<file path="src/rtl/pcie_dllp_transmitter_pkg.sv">
// Shared PCIe data-link-layer definitions used by the DLLP transmitter and receiver.
// Holds the DLLP type codes, the flow-control enums, the framing symbols and the FSM state codes.
package pcie_dllp_transmitter_pkg;

   typedef enum logic [1:0] {
      FC_INIT1     = 2'd0,
      FC_INIT2     = 2'd1,
      FC_UPDATE    = 2'd2,
      FC_KIND_RSVD = 2'd3
   } fc_kind_e;

   typedef enum logic [1:0] {
      FC_P          = 2'd0,
      FC_NP         = 2'd1,
      FC_CPL        = 2'd2,
      FC_CLASS_RSVD = 2'd3
   } fc_class_e;

   localparam logic [7:0] DLLP_ACK      = 8'h00;
   localparam logic [7:0] DLLP_NAK      = 8'h10;
   localparam logic [7:0] DLLP_INITFC1  = 8'h40;
   localparam logic [7:0] DLLP_INITFC2  = 8'hC0;
   localparam logic [7:0] DLLP_UPDATEFC = 8'h80;

   localparam logic [7:0] SYM_SDP = 8'h5C;   // K28.2
   localparam logic [7:0] SYM_END = 8'hFD;   // K29.7

   localparam logic [15:0] CRC_POLY = 16'h100B;

   localparam logic [2:0] ST_IDLE = 3'd0;
   localparam logic [2:0] ST_W0   = 3'd1;
   localparam logic [2:0] ST_W1   = 3'd2;
   localparam logic [2:0] ST_W2   = 3'd3;
   localparam logic [2:0] ST_W3   = 3'd4;

   function automatic logic fc_is_legal(input logic [1:0] kind, input logic [1:0] cls);
      return (kind != FC_KIND_RSVD) && (cls != FC_CLASS_RSVD);
   endfunction

   // Class selects the upper type nibble offset (P +0h, NP +10h, Cpl +20h), VC0 only.
   function automatic logic [7:0] fc_type_byte(input logic [1:0] kind, input logic [1:0] cls);
      logic [7:0] base;
      case (kind)
         FC_INIT1: base = DLLP_INITFC1;
         FC_INIT2: base = DLLP_INITFC2;
         default:  base = DLLP_UPDATEFC;
      endcase
      return base | {2'b00, cls, 4'h0};
   endfunction

   // Body layout: [31:24] byte0 (type, sent first) .. [7:0] byte3.
   function automatic logic [31:0] acknak_body(input logic is_nak, input logic [11:0] seq);
      return {(is_nak ? DLLP_NAK : DLLP_ACK), 8'h00, {4'h0, seq[11:8]}, seq[7:0]};
   endfunction

   function automatic logic [31:0] fc_body(input logic [1:0] kind, input logic [1:0] cls,
                                           input logic [7:0] hdr, input logic [11:0] data);
      return {fc_type_byte(kind, cls), {2'b00, hdr[7:2]}, {hdr[1:0], 2'b00, data[11:8]}, data[7:0]};
   endfunction

endpackage

</file>
<file path="src/rtl/pcie_dllp_transmitter_crc.sv">
// Combinational DLLP CRC-16 over the four body bytes; shared with the DLL receiver.
// Output [15:8] is the first CRC byte on the wire, [7:0] the second.
module PCIeDLLPCRC16
   import pcie_dllp_transmitter_pkg::*;
(
   input  logic [31:0] dllp_body,
   output logic [15:0] dllp_crc
);

   logic [15:0] lfsr;
   logic [15:0] inv;
   logic        fb;

   always_comb begin
      lfsr     = '1;
      fb       = 1'b0;
      inv      = '0;
      dllp_crc = '0;
      // Bytes go in wire order, each byte least-significant bit first.
      for (int unsigned i = 0; i < 4; i++) begin
         for (int unsigned j = 0; j < 8; j++) begin
            fb   = lfsr[15] ^ dllp_body[5'(24 - 8 * i + j)];
            lfsr = {lfsr[14:0], 1'b0} ^ (fb ? CRC_POLY : 16'h0000);
         end
      end
      inv = ~lfsr;
      // Remainder bit 15 lands in bit 0 of the first CRC byte, bit 0 in bit 7 of the second.
      for (int unsigned k = 0; k < 8; k++) begin
         dllp_crc[8 + k] = inv[15 - k];
         dllp_crc[k]     = inv[7 - k];
      end
   end

endmodule

</file>
<file path="src/rtl/pcie_dllp_transmitter.sv">
// Data-link-layer DLLP transmitter: frames Ack/Nak and flow-control DLLPs into SDP..END
// symbol pairs, coalesces Ack/Nak requests and yields the lane to SKP insertion.
module pcie_dllp_transmitter
   import pcie_dllp_transmitter_pkg::*;
(
   input  logic        clk,
   input  logic        rst_n,
   input  logic        link_up,
   input  logic        acknak_valid,
   input  logic        acknak_is_nak,
   input  logic [11:0] acknak_seq,
   input  logic        fc_valid,
   output logic        fc_ready,
   input  logic [1:0]  fc_kind,
   input  logic [1:0]  fc_class,
   input  logic [7:0]  fc_hdr,
   input  logic [11:0] fc_data,
   input  logic        tx_skip_req,
   output logic        tx_skip_ack,
   input  logic        tx_skip_done,
   output logic [15:0] tx_data,
   output logic [1:0]  tx_charisk,
   output logic        busy
);

   logic [2:0]  state_q, state_d;
   logic        ack_pend_q, ack_pend_d;
   logic        ack_nak_q, ack_nak_d;
   logic [11:0] ack_seq_q, ack_seq_d;
   logic        skip_ack_q, skip_ack_d;
   logic [31:0] body_q, body_d;
   logic [15:0] crc_q, crc_d;
   logic [15:0] tx_data_d;
   logic [1:0]  tx_charisk_d;

   logic        ack_any;
   logic        start_slot;
   logic        start;
   logic        send_ack;
   logic        fc_take;
   logic        send_fc;
   logic        launch;
   logic [31:0] ack_body;
   logic [31:0] new_body;
   logic [15:0] crc_new;

   // A pending entry is always older than a same-cycle strobe, so it goes out first.
   always_comb begin
      ack_any    = ack_pend_q | acknak_valid;
      start_slot = (state_q == ST_IDLE) || (state_q == ST_W3);
      start      = rst_n & link_up & start_slot & ~tx_skip_req & ~skip_ack_q
                   & (ack_any | fc_valid);
      send_ack   = start & ack_any;
      fc_ready   = start & ~ack_pend_q & ~acknak_valid;
      fc_take    = fc_valid & fc_ready;
      send_fc    = fc_take & fc_is_legal(fc_kind, fc_class);
      launch     = send_ack | send_fc;
      ack_body   = ack_pend_q ? acknak_body(ack_nak_q, ack_seq_q)
                              : acknak_body(acknak_is_nak, acknak_seq);
      new_body   = send_ack ? ack_body : fc_body(fc_kind, fc_class, fc_hdr, fc_data);
      body_d     = launch ? new_body : body_q;
      crc_d      = launch ? crc_new : crc_q;
   end

   PCIeDLLPCRC16 u_crc (
      .dllp_body (new_body),
      .dllp_crc  (crc_new)
   );

   always_comb begin
      state_d = ST_IDLE;
      if (link_up) begin
         case (state_q)
            ST_IDLE: state_d = launch ? ST_W0 : ST_IDLE;
            ST_W0:   state_d = ST_W1;
            ST_W1:   state_d = ST_W2;
            ST_W2:   state_d = ST_W3;
            ST_W3:   state_d = launch ? ST_W0 : ST_IDLE;
            default: state_d = ST_IDLE;
         endcase
      end
   end

   // Output word is chosen from the next state so symbols leave straight from flops.
   always_comb begin
      tx_data_d    = '0;
      tx_charisk_d = 2'b00;
      case (state_d)
         ST_W0: begin
            tx_data_d    = {body_d[31:24], SYM_SDP};
            tx_charisk_d = 2'b01;
         end
         ST_W1: tx_data_d = {body_d[15:8], body_d[23:16]};
         ST_W2: tx_data_d = {crc_d[15:8], body_d[7:0]};
         ST_W3: begin
            tx_data_d    = {SYM_END, crc_d[7:0]};
            tx_charisk_d = 2'b10;
         end
         default: begin
            tx_data_d    = '0;
            tx_charisk_d = 2'b00;
         end
      endcase
   end

   always_comb begin
      ack_pend_d = ack_pend_q;
      ack_nak_d  = ack_nak_q;
      ack_seq_d  = ack_seq_q;
      if (!link_up) begin
         ack_pend_d = 1'b0;
      end else if (acknak_valid && (!send_ack || ack_pend_q)) begin
         ack_pend_d = 1'b1;
         ack_nak_d  = acknak_is_nak;
         ack_seq_d  = acknak_seq;
      end else if (send_ack) begin
         ack_pend_d = 1'b0;
      end
   end

   // A launch cannot coincide with a skip request, so W3 with skip_req never starts a DLLP.
   always_comb begin
      skip_ack_d = skip_ack_q;
      if (!link_up) begin
         skip_ack_d = 1'b0;
      end else if (skip_ack_q) begin
         if (tx_skip_done) skip_ack_d = 1'b0;
      end else if (tx_skip_req && start_slot) begin
         skip_ack_d = 1'b1;
      end
   end

   always_ff @(posedge clk or negedge rst_n) begin
      if (!rst_n) begin
         state_q    <= ST_IDLE;
         ack_pend_q <= 1'b0;
         ack_nak_q  <= 1'b0;
         ack_seq_q  <= '0;
         skip_ack_q <= 1'b0;
         body_q     <= '0;
         crc_q      <= '0;
         tx_data    <= '0;
         tx_charisk <= 2'b00;
      end else begin
         state_q    <= state_d;
         ack_pend_q <= ack_pend_d;
         ack_nak_q  <= ack_nak_d;
         ack_seq_q  <= ack_seq_d;
         skip_ack_q <= skip_ack_d;
         body_q     <= body_d;
         crc_q      <= crc_d;
         tx_data    <= tx_data_d;
         tx_charisk <= tx_charisk_d;
      end
   end

   assign tx_skip_ack = skip_ack_q;
   assign busy        = (state_q != ST_IDLE) | ack_pend_q;

endmodule

</file>
<file path="config.mk">
export PLATFORM = sky130hd
export DESIGN_NAME = pcie_dllp_transmitter
export DESIGN_NICKNAME = d
export VERILOG_FILES = /design/src/rtl/pcie_dllp_transmitter_pkg.sv /design/src/rtl/pcie_dllp_transmitter_crc.sv /design/src/rtl/pcie_dllp_transmitter.sv
export SDC_FILE = /design/constraint.sdc
export NUM_CORES = 1
export LEC_CHECK = 0
export ABC_AREA = 1
export CAP_MARGIN = 20
export CORE_MARGIN = 8
export CORE_UTILIZATION = 30
export DETAILED_ROUTE_END_ITERATION = 12
export PLACE_DENSITY = 0.59
export SLEW_MARGIN = 20
export SYNTH_ARGS = -nofsm -noshare
export SYNTH_HDL_FRONTEND = slang
export SYNTH_SLANG_ARGS = --single-unit
</file>
<file path="constraint.sdc">
create_clock -name clk -period 3.35 [get_ports clk]
set_input_delay 0.335 -clock clk [delete_from_list [all_inputs] [get_ports clk]]
set_output_delay 0.335 -clock clk [all_outputs]
set_load 0.01 [all_outputs]
</file>
==> qor.csv <==
stage,metric,value,unit
routing,via_per_inst,4.68,
layout,finalNetCount,827,
setup_path,cp.arrival,3.26,ns
setup_path,required,3.56,ns
logic_synthesis,yosysWarnings,0,
routing,drt_first_pass_iters,5,
floorplanning,start_util,30.5,%
sta,hold_slack,0.345,ns
floorplanning,die_height,148,um
logic_synthesis,seq_area_frac_synth,36.2,%
setup_path,cp_common_cell,nand2_1,
layout,diodes,0,
sta,finalWorstSetupSlack,0.304,ns
sta,fin_crit_sh,90.9,%
logic_synthesis,async_reset_ff_share,100,%
logic_synthesis,synth_seq_cells,76,
cts,clock_path_buffers,2,
cts,clk_latency,0.35,ns
global_routing,grtUsageTotal,14.9,%
floorplanning,num_rows,48,
setup_path,startpoint,rst_n,
setup_path,critPathMaxFanout,8,
setup_path,crit_type,primary input to register,
cts,root_buffer,clkbuf_16,
sta,fin_crit,3.05,ns
place,dp_hpwl,12300,um
setup_path,end_kind,register,
routing,vias,4734,
power,powerDensity,536,mW/mm^2
cts,cts.htree.levels,3,
setup_path,crit_family,simple AND/OR/NAND/NOR gates,
layout,drive_above_1_share,17.9,%
sta,finalSetupViolations,0,
floorplanning,ios,65,
global_routing,grt_overflow_total,0,
sta,skew,0.00810,ns
cts,cts_sinks,76,
global_routing,grt_max_degree,61,
logic_synthesis,synth_area,0.00525,mm^2
global_routing,grt_pass1_vias,4767,
layout,area_growth_syn_to_layout,24.3,%
power,worst_ir_drop_vdd,0.302,mV
logic_synthesis,ys.flop_type,dfrtp_1,
logic_synthesis,synth_top_area_cell,dfrtp_1,
logic_synthesis,synthCells,707,
setup_path,reg2reg_from,ack_pend_q$_DFFE_PN0P_,
cts,numCtsBuffers,9,
setup_path,slowest_delay,0.52,ns
floorplanning,core,0.0172,mm^2
place,post-place-ws,0.0607,ns
sta,slew_viol_final,0,
logic_synthesis,yosysMostFrequentCell,nand2_1,
layout,nFillCells,1807,
logic_synthesis,synthDistinctLibCells,47,
setup_path,path_buf_inv,4,
routing,drt_iter0_markers,282,
sta,rsz0062_at_grt,no,
power,p_leak,3.25,nW
sta,tightest_slew,0.959,ns
logic_synthesis,synth_common_cells,"219 x nand2_1, 76 x dfrtp_1, 75 x inv_1, 60 x nand3_1, 39 x o21ai_0",
cts,cts_tree,yes,
setup_path,critPathSlowestCell,dlygate4sd3_1,
min_path,hold_path_class,primary input to async pin,
sta,finalHoldViolations,0,
routing,wire_per_inst,15.3,um
floorplanning,die_area,0.0220,mm^2
cts,clkTransAtPathRegs,0.06,ns
sta,tns,0,ns
job,maxCapViolCount,0,
routing,drt-total-wl,15500,um
place,globalplace.congestion,0.904,
setup_path,crit_chain,dlygate4sd3_1 > buf_4 > nand2_2 > nor2_4 > nand4_4 > buf_4 > nand2_4 > nand3_2 > nand3_1 > nand2_1 > nand2_1 > nand2_1 > nand2_1 > nand2_1 > inv_1 > nand3_2 > nand2_4 > nand3_1 > nand2_1 > nand2_1 > nand3b_1 > nand3_1,
floorplanning,fp.dieW,148,um
global_routing,antenna_found_initial,0,
logic_synthesis,avgSynthCellArea,7.43,um^2
layout,stdcell_area,0.00653,mm^2
logic_synthesis,synth_nets,751,
place,io_buffers,64,
status,status,finished clean,
routing,antenna_left,0,
sta,timing.fmax,328,MHz
logic_synthesis,synth_area_leaders,"dfrtp_1 36%, nand2_1 16%, nand3_1 5.7%",
setup_path,cp-start-kind,primary input,
global_routing,grt_first_pass_wirelength,25700,um
routing,remaining_drc_errors,0,
place,placed_area,0.00623,mm^2
logic_synthesis,synth.top_cell.area_share,36.2,%
sta,slew_headroom,35.4,%
logic_synthesis,synth_edf_count,0,
metrics by stage:
| stage | instances | utilization, % | total power [mW] |
|---|---|---|---|
| 6_report | 1012 | 37.9 | 3.50 |
| 5_1_grt | 1012 | 37.9 | 3.75 |
| 4_1_cts | 1012 | 37.8 | 3.52 |
| 3_5_place_dp | 996 | 36.2 | 2.58 |
| 3_3_place_gp | 996 | 36.2 | 2.56 |
| 2_1_floorplan | 707 | - | 2.18 |
worst register-to-register path, cell delays in order, from the launching register on:
cell and delay (ns):
dfrtp_1 0.45, buf_4 0.31, inv_1 0.19, o21ai_0 0.31, nor2_1 0.11, nor2_2 0.19
nand3_1 0.13, nand2_1 0.07, nand3_1 0.07, nand2_1 0.13, nand3_2 0.13, nand2_4 0.14
nand2_4 0.07, nand2_4 0.09, nand3_1 0.08, nand2_1 0.12, nand2_1 0.06, nand3b_1 0.09
nand3_1 0.10
state kept, by name, indices dropped and copies added, names as in the netlist:
name	count
state_q	3
tx_charisk	2
ack_nak_q	1
ack_pend_q	1
body_q	24
tx_skip_ack	1
crc_q	16
tx_data	16
ack_seq_q	12
layout make-up:
cell class	instances	area (um^2)	share of cell area, %
clock buffer	11	253	3.87
clock inverter	4	25.0	0.383
inverter	90	343	5.25
multi-input combinational	518	2890	44.3
sequential	76	1900	29.1
tap	225	282	4.31
timing repair buffer	88	833	12.8
logic make-up (layout without fill, tap and decap cells):
logic type	after synthesis	count (layout)	synth area share (%)
simple gates	399	399	38.6
buf+inv	113	193	9.10
compound gates	88	88	9.91
flops	76	76	36.2
xor+xnor	29	29	5.76
mux	2	2	0.429
per-layer routing:
layer / track usage [%] / wire (um) / vias up
met5: 0 / 0 / -
li1: - / - / 2401
met3: 2.52 / 775 / 15
met1: 19.5 / 7170 / 2210
met4: 5.25 / 272 / 0
met2: 24.2 / 7260 / 108
power breakdown:
group	leakage, nW	switching, mW	internal [mW]
sequential	0.956	0.0629	1.13
combinational	2.16	0.859	0.518
clock	0.133	0.397	0.535
path summary, 6_finish.rpt:
path	end	slack (ns)	depth (start not counted)
worst max-delay path	tx_data[1]$_DFF_PN0_	0.30	22
worst min-delay path	state_q[1]$_DFF_PN0_	0.35	2
worst max register to register	tx_data[1]$_DFF_PN0_	0.39	18
worst min register to register	crc_q[8]$_DFF_PN0_	0.48	2
max in group asynchronous	crc_q[11]$_DFF_PN0_	1.74	4
min in group clk	crc_q[8]$_DFF_PN0_	0.48	2
placed cells by master (no fill, tap or decap), types with 2 or more instances in the layout:
cell,instances
a211oi_1,2
a21oi_1,15
a221oi_1,5
a22o_1,2
a31oi_1,2
buf_4,23
clkbuf_16,9
clkbuf_8,2
clkdlybuf4s50_1,63
clkinv_2,2
clkinvlp_4,2
dfrtp_1,76
inv_1,75
inv_2,14
mux2_2,2
nand2_1,217
nand2_2,29
nand2_4,17
nand3_1,60
nand3_2,10
nand3_4,5
nand3b_1,6
nand4_1,6
nor2_1,35
nor2_2,4
o211ai_1,7
o21a_1,2
o21ai_0,39
o21ai_1,6
o21ai_2,4
or2_2,3
xnor2_1,4
xnor2_2,2
xor2_1,20
xor2_2,2
timing repair:
item / 4_1_cts / 5_1_grt
hold endpoints to repair: 4 / 0
gates resized for setup: 0 / 3
hold buffers: 1 / 0
endpoints found under the setup margin: 0 / 1
buffers inserted: 0 / 0
Power figures use the tool's default switching activity.
